File: src/rtl/cpu_ctrl_pkg.sv
// Shared opcode, ALU-operation, state and instruction-class definitions for
// the hardwired control sequencer.
package cpu_ctrl_pkg;

  localparam logic [4:0] OP_LD   = 5'b00000;
  localparam logic [4:0] OP_LDI  = 5'b00001;
  localparam logic [4:0] OP_ST   = 5'b00010;
  localparam logic [4:0] OP_ADD  = 5'b00011;
  localparam logic [4:0] OP_SUB  = 5'b00100;
  localparam logic [4:0] OP_AND  = 5'b00101;
  localparam logic [4:0] OP_OR   = 5'b00110;
  localparam logic [4:0] OP_ADDI = 5'b01100;
  localparam logic [4:0] OP_ANDI = 5'b01101;
  localparam logic [4:0] OP_ORI  = 5'b01110;
  localparam logic [4:0] OP_BR   = 5'b10010;
  localparam logic [4:0] OP_JR   = 5'b10011;
  localparam logic [4:0] OP_IN   = 5'b10101;
  localparam logic [4:0] OP_OUT  = 5'b10110;
  localparam logic [4:0] OP_MFHI = 5'b10111;
  localparam logic [4:0] OP_MFLO = 5'b11000;
  localparam logic [4:0] OP_NOP  = 5'b11001;
  localparam logic [4:0] OP_HALT = 5'b11010;

  // ALU operation codes share the encoding of the register-form opcodes
  localparam logic [4:0] ALU_ADD = OP_ADD;
  localparam logic [4:0] ALU_SUB = OP_SUB;
  localparam logic [4:0] ALU_AND = OP_AND;
  localparam logic [4:0] ALU_OR  = OP_OR;

  typedef enum logic [3:0] {
    RST, T0, T1, T2, T3, T4, T5, T6, T7, HALT
  } state_t;

  typedef enum logic [3:0] {
    CL_NONE, CL_ALU_REG, CL_ALU_IMM, CL_LDI, CL_LD, CL_ST, CL_BR,
    CL_JR, CL_MFHI, CL_MFLO, CL_IN, CL_OUT, CL_HALT
  } iclass_t;

endpackage

File: src/rtl/ctrl_opcode_decode.sv
// Combinational opcode decoder: instruction class plus the ALU operation the
// execute steps should request. Non-ALU classes default to ADD, which is what
// address and branch-target arithmetic needs.
module ctrl_opcode_decode
  import cpu_ctrl_pkg::*;
(
  input  logic [4:0] opcode,
  output iclass_t    iclass,
  output logic [4:0] alu_op
);

  // opcode -> class / ALU op
  always_comb begin
    iclass = CL_NONE;
    alu_op = ALU_ADD;
    case (opcode)
      OP_ADD, OP_SUB, OP_AND, OP_OR: begin
        iclass = CL_ALU_REG;
        alu_op = opcode;
      end
      OP_ADDI: iclass = CL_ALU_IMM;
      OP_ANDI: begin
        iclass = CL_ALU_IMM;
        alu_op = ALU_AND;
      end
      OP_ORI: begin
        iclass = CL_ALU_IMM;
        alu_op = ALU_OR;
      end
      OP_LDI:  iclass = CL_LDI;
      OP_LD:   iclass = CL_LD;
      OP_ST:   iclass = CL_ST;
      OP_BR:   iclass = CL_BR;
      OP_JR:   iclass = CL_JR;
      OP_MFHI: iclass = CL_MFHI;
      OP_MFLO: iclass = CL_MFLO;
      OP_IN:   iclass = CL_IN;
      OP_OUT:  iclass = CL_OUT;
      OP_HALT: iclass = CL_HALT;
      default: iclass = CL_NONE;
    endcase
  end

endmodule

File: src/rtl/control_sequencer.sv
// Hardwired control unit: fetch (T0-T2), per-class execute (T3-T7), memory
// ready handshake, and one-hot bus-source strobes for the datapath encoder.
//
// state | meaning
// RST   | held in reset, all outputs low
// T0    | PC to MAR, start PC+1
// T1    | PC update, memory read of instruction (waits on mem_ready)
// T2    | MDR to IR, class decided from opcode
// T3-T7 | execute steps for the decoded class
// HALT  | stopped until clr asserts
module control_sequencer
  import cpu_ctrl_pkg::*;
#(
  parameter int DATA_W = 32,
  parameter int OPC_W  = 5
) (
  input  logic              clk,
  input  logic              clr,
  input  logic [DATA_W-1:0] IR,
  input  logic              CON_FF,
  input  logic              mem_ready,
  output logic PC_out, ZHI_out, ZLOW_out, MDR_out, HI_out, LO_out,
  output logic inPort_out, C_out, Rout, BAout,
  output logic PC_in, IR_in, Y_in, Z_in, MAR_in, MDR_in, HI_in, LO_in,
  output logic outPort_in, CON_in, Rin,
  output logic Gra, Grb, Grc,
  output logic IncPC,
  output logic Read, Write,
  output logic [4:0] alu_op,
  output logic run
);

  state_t           state;
  logic             t1_wait;
  logic [OPC_W-1:0] opcode;
  iclass_t          iclass;
  logic [4:0]       dec_alu;

  // Operand fields are routed by the datapath via Gra/Grb/Grc; only the
  // opcode matters here.
  logic unused_ir_fields;
  assign unused_ir_fields = ^IR[DATA_W-OPC_W-1:0];

  assign opcode = IR[DATA_W-1 -: OPC_W];

  ctrl_opcode_decode u_decode (
    .opcode (opcode),
    .iclass (iclass),
    .alu_op (dec_alu)
  );

  // State register; t1_wait marks repeat T1 cycles so PC loads only once
  always_ff @(posedge clk) begin
    if (!clr) begin
      state   <= RST;
      t1_wait <= 1'b0;
    end else begin
      t1_wait <= (state == T1);
      unique case (state)
        RST: state <= T0;
        T0:  state <= T1;
        T1:  state <= mem_ready ? T2 : T1;
        T2: begin
          if (iclass == CL_HALT)      state <= HALT;
          else if (iclass == CL_NONE) state <= T0;
          else                        state <= T3;
        end
        T3: begin
          case (iclass)
            CL_ALU_REG, CL_ALU_IMM, CL_LDI, CL_LD, CL_ST, CL_BR: state <= T4;
            default: state <= T0;
          endcase
        end
        T4: state <= T5;
        T5: begin
          case (iclass)
            CL_LD, CL_ST, CL_BR: state <= T6;
            default:             state <= T0;
          endcase
        end
        T6: begin
          case (iclass)
            CL_LD:   state <= mem_ready ? T7 : T6;
            CL_ST:   state <= T7;
            default: state <= T0;
          endcase
        end
        T7: begin
          if (iclass == CL_ST && !mem_ready) state <= T7;
          else                               state <= T0;
        end
        HALT:    state <= HALT;
        default: state <= RST;
      endcase
    end
  end

  // Strobe decode from state, instruction class and CON_FF
  always_comb begin
    {PC_out, ZHI_out, ZLOW_out, MDR_out, HI_out, LO_out, inPort_out,
     C_out, Rout, BAout} = '0;
    {PC_in, IR_in, Y_in, Z_in, MAR_in, MDR_in, HI_in, LO_in,
     outPort_in, CON_in, Rin} = '0;
    {Gra, Grb, Grc, IncPC, Read, Write} = '0;
    alu_op = '0;
    run    = !(state == RST || state == HALT);
    case (state)
      T0: {PC_out, MAR_in, IncPC, Z_in} = '1;
      T1: begin
        {ZLOW_out, Read, MDR_in} = '1;
        PC_in = !t1_wait;
      end
      T2: {MDR_out, IR_in} = '1;
      T3: begin
        case (iclass)
          CL_ALU_REG, CL_ALU_IMM: {Grb, Rout, Y_in}       = '1;
          CL_LDI, CL_LD, CL_ST:   {Grb, BAout, Y_in}      = '1;
          CL_BR:                  {Gra, Rout, CON_in}     = '1;
          CL_JR:                  {Gra, Rout, PC_in}      = '1;
          CL_MFHI:                {HI_out, Gra, Rin}      = '1;
          CL_MFLO:                {LO_out, Gra, Rin}      = '1;
          CL_IN:                  {inPort_out, Gra, Rin}  = '1;
          CL_OUT:                 {Gra, Rout, outPort_in} = '1;
          default: ;
        endcase
      end
      T4: begin
        case (iclass)
          CL_ALU_REG: begin
            {Grc, Rout, Z_in} = '1;
            alu_op = dec_alu;
          end
          CL_ALU_IMM, CL_LDI, CL_LD, CL_ST: begin
            {C_out, Z_in} = '1;
            alu_op = dec_alu;
          end
          CL_BR: {PC_out, Y_in} = '1;
          default: ;
        endcase
      end
      T5: begin
        case (iclass)
          CL_ALU_REG, CL_ALU_IMM, CL_LDI: {ZLOW_out, Gra, Rin} = '1;
          CL_LD, CL_ST:                   {ZLOW_out, MAR_in}   = '1;
          CL_BR: begin
            {C_out, Z_in} = '1;
            alu_op = ALU_ADD;
          end
          default: ;
        endcase
      end
      T6: begin
        case (iclass)
          CL_LD:   {Read, MDR_in}      = '1;
          CL_ST:   {Gra, Rout, MDR_in} = '1;
          CL_BR:   if (CON_FF) {ZLOW_out, PC_in} = '1;
          default: ;
        endcase
      end
      T7: begin
        case (iclass)
          CL_LD:   {MDR_out, Gra, Rin} = '1;
          CL_ST:   Write = 1'b1;
          default: ;
        endcase
      end
      default: ;
    endcase
  end

endmodule

File: config.mk
export PLATFORM = sky130hd
export DESIGN_NAME = control_sequencer
export DESIGN_NICKNAME = d
export VERILOG_FILES = /design/src/rtl/cpu_ctrl_pkg.sv /design/src/rtl/ctrl_opcode_decode.sv /design/src/rtl/control_sequencer.sv
export SDC_FILE = /design/constraint.sdc
export NUM_CORES = 1
export LEC_CHECK = 0
export CORE_ASPECT_RATIO = 1.2
export CORE_MARGIN = 2
export CORE_UTILIZATION = 37
export DETAILED_ROUTE_END_ITERATION = 6
export GPL_ROUTABILITY_DRIVEN = 0
export GPL_TIMING_DRIVEN = 0
export PLACE_DENSITY = 0.81
export SLEW_MARGIN = 10
export SYNTH_ARGS = -nofsm -noshare
export SYNTH_HDL_FRONTEND = slang
export SYNTH_HIERARCHICAL = 1
export SYNTH_SLANG_ARGS = --single-unit
File: constraint.sdc
create_clock -name clk -period 3.6 [get_ports clk]
set_input_delay 0.9 -clock clk [delete_from_list [all_inputs] [get_ports clk]]
set_output_delay 0.9 -clock clk [all_outputs]
set_load 0.02 [all_outputs]
==> results.md, run 1 <==
- Rel. slew slack: 65.5%
- Tot Pwr: roughly 0.34 mW
- Worst Tran Pin Value: just over 0.5 ns
- CTS tree: built
- Max Fanout on Critical Path: 9
- Crit end category: primary output
- Cell accounting for the most synthesized area: dfxtp_1
- Largest net degree at the start of global routing: 11
- Max VDD drop: about 0.18 mV
- Initial Utilization: between 30% and 40%
- Worst setup path end: Rout
- Hold Crit Class: reg2reg
- Nets: between 200 and 300
- Reg-to-reg startpoint: state[2]
- Total Wirelength: between 3000 and 4000 um
- Clock latency on the worst-skew pair: between 0.2 and 0.25 ns
- Crit Path Class: in2out
- Synth unique cells: 50
- Reg2Reg Depth: 5
- Gr usage total: about 22%
- Die Area: ~3400 um^2
- Initial antenna violation count: 0
- Vias in the first global route: 1319
- Num CTS Buffers: 3
- Fill cells: 268
- Hold Fails Final Rpt: 0
- Syn_area_per_cell: 6.48 um^2
- Sequential power share: roughly a fifth
- Final slew viol count: 0
- RSZ-0062 raised after global routing: yes
- Drt first pass iters: 4
- DR vias: roughly 1400
- Hold WS: around 0.69 ns
- RR Endpoint: state[0]
- Status: finished, final reports clean
- Final period util: between 90 and 100%
- PD cells: between 200 and 250 nW/um^2
- Combinational power share: 62.0%
- IO Port Bufs: 32
- Final setup fails: 0
- CP Launch Point: IR[28]
- Max clock buf depth: 2
- Switching share of total power: 43.2%
- Int Pwr: between 0.15 and 0.2 mW
- Share of cells above drive strength 1: between 30 and 40%
- Yosys warnings: 6
- # DRC: 0
- Clock Skew: approximately 0.0023 ns
- Crit start category: input port
- Rows: 21
- Core footprint: 2810 um^2
- Sequential area share after synthesis: roughly 9.1%
- Period minus WS final: about 3.6 ns
- Placed cell count: 239
- FF+latch count, synth: 5
- Die span in x: about 54 um
- Non-filler cells, final: 254
- Clock Power Share: a little under a fifth
- Mapped Area: ~1100 um^2
- CP arrival: ~2.7 ns
- Lkg Pwr: 0.762 nW
- Syn Inst Count: 170
- Most used flip-flop cell after synthesis: dfxtp_1
- DR vias/cell: about 5.6
- Initial detailed-routing violation count: roughly 60
- Post-synth EDFFs: 0
- Setup TNS: 0 ns
- Hpwl dp: around 2400 um
- Top cells by area, synth: dfxtp_1 (9.1%), nand2b_1 (7.4%), nor2_1 (6.5%)
- Global-route wire length before repair: between 5000 and 6000 um
- Data required time of the worst path: roughly 2.7 ns
- Antenna Nets Post-Route: 0
- Max-Cap Viols: 0
- Fraction of registers with async set/reset: 0%
- Most frequent cell after synthesis: nor2_1
- Root buf cell: clkbuf_4
- Post-synth top area share: approximately 9.1%
- Max frequency: 281 MHz
- Setup ws final: between 0.03 and 0.04 ns
- CTS sink cnt: 5
- H-tree depth: 1
- Area Growth Syn to Fin: 50.1%
- Antenna diodes: 0
- Place WS: -1.08 ns
- Clock transition at the registers of the reported paths: around 0.04 ns
- Num ports: 69
- Post-DR wirelength/cell: ~14 um
- NetSw: 0.146 mW
- Die Y: about 64 um
- FF-to-FF setup slack: roughly 2.0 ns
- Overflow after GRT: 0
- Commonest cells in the synthesized netlist: nor2_1 (19), nand2_1 (17), nand2b_1 (13)
==> state kept, by name (all words and copies together) (netlist names) <==
name and cells:
state 4, t1_wait 1
==> worst max-delay path, stage by stage <==
cell	delay (ns)
buf_4	0.15
nor2_4	0.11
o22ai_1	0.08
and2_1	0.17
or3b_4	0.41
or2_1	0.24
or3_4	0.34
o221ai_1	0.08
buf_4	0.17
==> cell type report <==
cell class / count / area [um^2] / area share (%)
plain buffers: 19 / 153 / 9.23
clock buffers: 4 / 26.3 / 1.59
inverters: 5 / 18.8 / 1.13
multi-input cells: 144 / 993 / 60.1
flip-flops and latches: 5 / 100 / 6.05
well taps: 34 / 42.5 / 2.57
repair buffers: 43 / 320 / 19.4
==> power by group through the flow <==
stage	logic, mW	clock network [mW]	registers, mW
after global placement	0.181	0	0.0652
after detailed placement	0.181	0	0.0654
final	0.210	0.0639	0.0646
after CTS	0.200	0.0678	0.0644
after floorplan	0.127	0	0.0639
after global routing	0.225	0.0712	0.0653
==> layout by cell type (no fill, tap or decap), drive strengths merged, types with 5 or more instances in the layout <==
cell	synthesis	layout
and2	6	6
clkbuf	7	16
conb	2	5
nand2	17	17
nor2	19	19
inv	5	5
a211oi	5	5
dlygate4sd2	0	8
clkdlybuf4s50	0	6
a31oi	5	5
buf	12	34
nand2b	13	13
nor2b	5	5
dfxtp	5	5
nor3	11	11
o21ai	5	5
==> repair_timing <==
item / 4_1_cts / 5_1_grt
buffers inserted: 10 / 1
hold buffers: 0 / 0
gates resized for setup: 89 / 27
pin swaps: 5 / 5
setup endpoints to repair: 25 / 22
hold endpoints to repair: 0 / 0
==> stage by stage <==
stage | cell area (um^2) | util, %
6_report | 1650 | 58.8
5_1_grt | 1650 | 58.8
4_1_cts | 1640 | 58.2
3_5_place_dp | 1490 | 52.9
3_3_place_gp | 1490 | 52.9
2_1_floorplan | 1120 | -
==> logic make-up (layout without fill, tap and decap cells) <==
logic type / after synthesis / count (layout) / synth area share (%)
AND/OR/NAND/NOR: 93 / 93 / 46.0
AO/OA/AOI/OAI: 41 / 41 / 27.8
buffers and inverters: 24 / 71 / 12.3
flip-flops: 5 / 5 / 9.08
XOR/XNOR: 4 / 4 / 3.18
other: 2 / 5 / 0.681
multiplexers: 1 / 1 / 1.02
==> layer usage <==
| layer | global-route usage, % | vias to the layer above | part of all wire (%) |
|---|---|---|---|
| li1 | - | 702 | - |
| met1 | 28.4 | 653 | 41 |
| met2 | 36.4 | 60 | 50 |
| met3 | 1.87 | 10 | 6.2 |
| met4 | 9.29 | 0 | 2.4 |
| met5 | 0 | - | 0 |
==> how the worst min path moves through the flow <==
stage	endpoint	cells past startpoint	slack (ns)	startpoint
after floorplan	t1_wait	2	0.57	state[1]
after global placement	t1_wait	2	0.65	state[1]
after detailed placement	t1_wait	2	0.66	state[1]
after CTS	t1_wait	2	0.68	state[1]
after global routing	t1_wait	2	0.73	state[1]
final	t1_wait	2	0.69	state[1]
Note: power is estimated with default switching activity, not from simulation.
==> run 2, diff against run 1 <==
--- a/config.mk
+++ b/config.mk
@@ -12,7 +12,7 @@
 export GPL_ROUTABILITY_DRIVEN = 0
 export GPL_TIMING_DRIVEN = 0
 export PLACE_DENSITY = 0.81
-export SLEW_MARGIN = 10
+export SLEW_MARGIN = 5
 export SYNTH_ARGS = -nofsm -noshare
 export SYNTH_HDL_FRONTEND = slang
 export SYNTH_HIERARCHICAL = 1
==> results of run 2 <==
Same layout as run 1: the final DEF is identical, and so are final timing and power.
==> run 3, diff against run 2 <==
--- a/config.mk
+++ b/config.mk
@@ -11,8 +11,8 @@
 export DETAILED_ROUTE_END_ITERATION = 6
 export GPL_ROUTABILITY_DRIVEN = 0
 export GPL_TIMING_DRIVEN = 0
+export MAX_ROUTING_LAYER = met4
 export PLACE_DENSITY = 0.81
-export SLEW_MARGIN = 5
 export SYNTH_ARGS = -nofsm -noshare
 export SYNTH_HDL_FRONTEND = slang
 export SYNTH_HIERARCHICAL = 1
==> constraint.sdc (replaced) <==
create_clock -name clk -period 3.6 [get_ports clk]
set_input_delay 0.72 -clock clk [delete_from_list [all_inputs] [get_ports clk]]
set_output_delay 0.72 -clock clk [all_outputs]
set_load 0.02 [all_outputs]
==> results.md, run 3 (synthesis gave the netlist of run 1 again) <==
- Initial antenna violation count: 0
- Max frequency: approximately 290 MHz
- Root buf cell: clkbuf_4
- PD cells: about 200 nW/um^2
- Tot Pwr: 0.320 mW
- Largest net degree at the start of global routing: 11
- Max VDD drop: 0.188 mV
- Hpwl dp: ~2300 um
- Clock latency on the worst-skew pair: around 0.24 ns
- Core footprint: 2810 um^2
- Initial Utilization: between 30% and 40%
- Data required time of the worst path: between 2 and 3 ns
- Rows: 21
- Final setup fails: 0
- Lkg Pwr: 0.774 nW
- Highest-count cells in the layout ignoring fill and taps: nand2_1 (16), nor2_1 (15), nand2b_1 (12)
- H-tree depth: 1
- CTS tree: built
- Post-route cell area: 1600 um^2
- Overflow after GRT: 0
- IO Port Bufs: 32
- Final period util: between 90% and 100%
- CP most frequent cell: buf_2
- Die span in x: roughly 54 um
- # DRC: 0
- DR vias/cell: ~5.4
- Die Y: around 64 um
- Clock transition at the registers of the reported paths: roughly 0.04 ns
- Vias in the first global route: roughly 1100
- Placement Cell Area: between 1000 and 1500 um^2
- Hold Crit Class: reg2reg
- CP arrival: around 2.8 ns
- Num CTS Buffers: 3
- Initial detailed-routing violation count: 56
- Die Area: ~3400 um^2
- Antenna Nets Post-Route: 0
- Biggest register: state
- Total Wirelength: between 3000 and 4000 um
- Crit start category: input port
- DR vias: around 1300
- Global-route wire length before repair: about 5300 um
- Hold Fails Final Rpt: 0
- Top flop regs: state (4), t1_wait (1)
- Num ports: about 70
- CTS sink cnt: 5
- Drt first pass iters: 4
- Gr usage total: approximately a fifth
- CTS Hold Bufs: 0
- Max Fanout on Critical Path: 10
- Crit end category: primary output
- Final slew viol count: 0
- Max clock buf depth: 2
- Status: finished, final reports clean
- Nets: between 200 and 250
- Most common cell after layout, fill and taps aside: nand2_1
- Worst path max stage delay: 0.35 ns
- Max-Cap Viols: 0
- Rel. slew slack: about 64%
- Clock Skew: 0.00398 ns
- Period minus WS final: 3.51 ns
- Area Growth Syn to Fin: 44.8%
- Crit-path cells: buf_2, nand2b_1, o22ai_1, and2_1, buf_2, nand2b_2, or2_2, nor3_1, or2_1, dlygate4sd2_1
- Slowest cell on crit path: or2_2
- Post-DR wirelength/cell: about 13 um
- Share of cells above drive strength 1: ~21%
- Largest register FFs: 4
- Antenna diodes: 0
- Crit Path Class: in2out
- Fill cells: approximately 260
- Worst Tran Pin Value: 0.539 ns
==> run 3: final timing paths <==
path         slack, ns  depth (start not counted)  endpoint  startpoint
max               0.09                         10      Y_in      IR[27]
min               0.70                          2   t1_wait    state[1]
max reg2reg       2.03                          5  state[0]    state[1]
min reg2reg       0.70                          2   t1_wait    state[1]
==> run 3: layout make-up <==
type	instances	area (um^2)	area share [%]
Sequential cell	5	100	6.27
Tap cell	34	42.5	2.66
Timing Repair Buffer	35	337	21.1
Inverter	5	18.8	1.18
Clock buffer	4	26.3	1.65
Multi-Input combinational cell	144	936	58.6
Buffer	19	136	8.54
==> run 3: where the power goes <==
group	leakage, nW	internal, mW	switching (mW)	total [mW]
Combinational	0.718	0.0813	0.111	0.193
Sequential	0.0409	0.0596	0.00527	0.0649
Clock	0.0150	0.0418	0.0210	0.0628
Total	0.774	0.183	0.138	0.320
==> run 3: timing repair <==
item | CTS | global route
hold endpoints to repair | 0 | 0
setup endpoints to repair | 25 | 14
setup buffers | 3 | 0
pin swaps | 1 | 1
resized for setup | 33 | 21
==> run 3: layer usage <==
| metal | wire length [um] | GRT usage, % | part of all wire [%] |
|---|---|---|---|
| met4 | 29 | 6.09 | 0.88 |
| met1 | 1480 | 28.4 | 45 |
| met2 | 1580 | 30.3 | 48 |
| met5 | 0 | - | 0 |
| met3 | 189 | 0.701 | 5.8 |
==> run 3: stage by stage <==
step                hold WS [ns]  setup slack (ns)  utilization (%)  setup TNS [ns]  std cells
floorplan                  0.572             0.196                -               0        173
detailed placement         0.661            -0.750             52.5          -10.63        239
finish                     0.702            0.0917             56.8               0        246
global route               0.742          -0.00628             56.8        -0.00628        246
CTS                        0.662           0.00843             55.5               0        246
global placement           0.646            -0.736             52.5           -9.86        239
==> run 3: critical path: cells and delay by family <==
| kind | cells | cell delay [ns] |
|---|---|---|
| simple gates | 6 | 1.29 |
| compound gates | 1 | 0.09 |
| buf+inv | 3 | 0.68 |
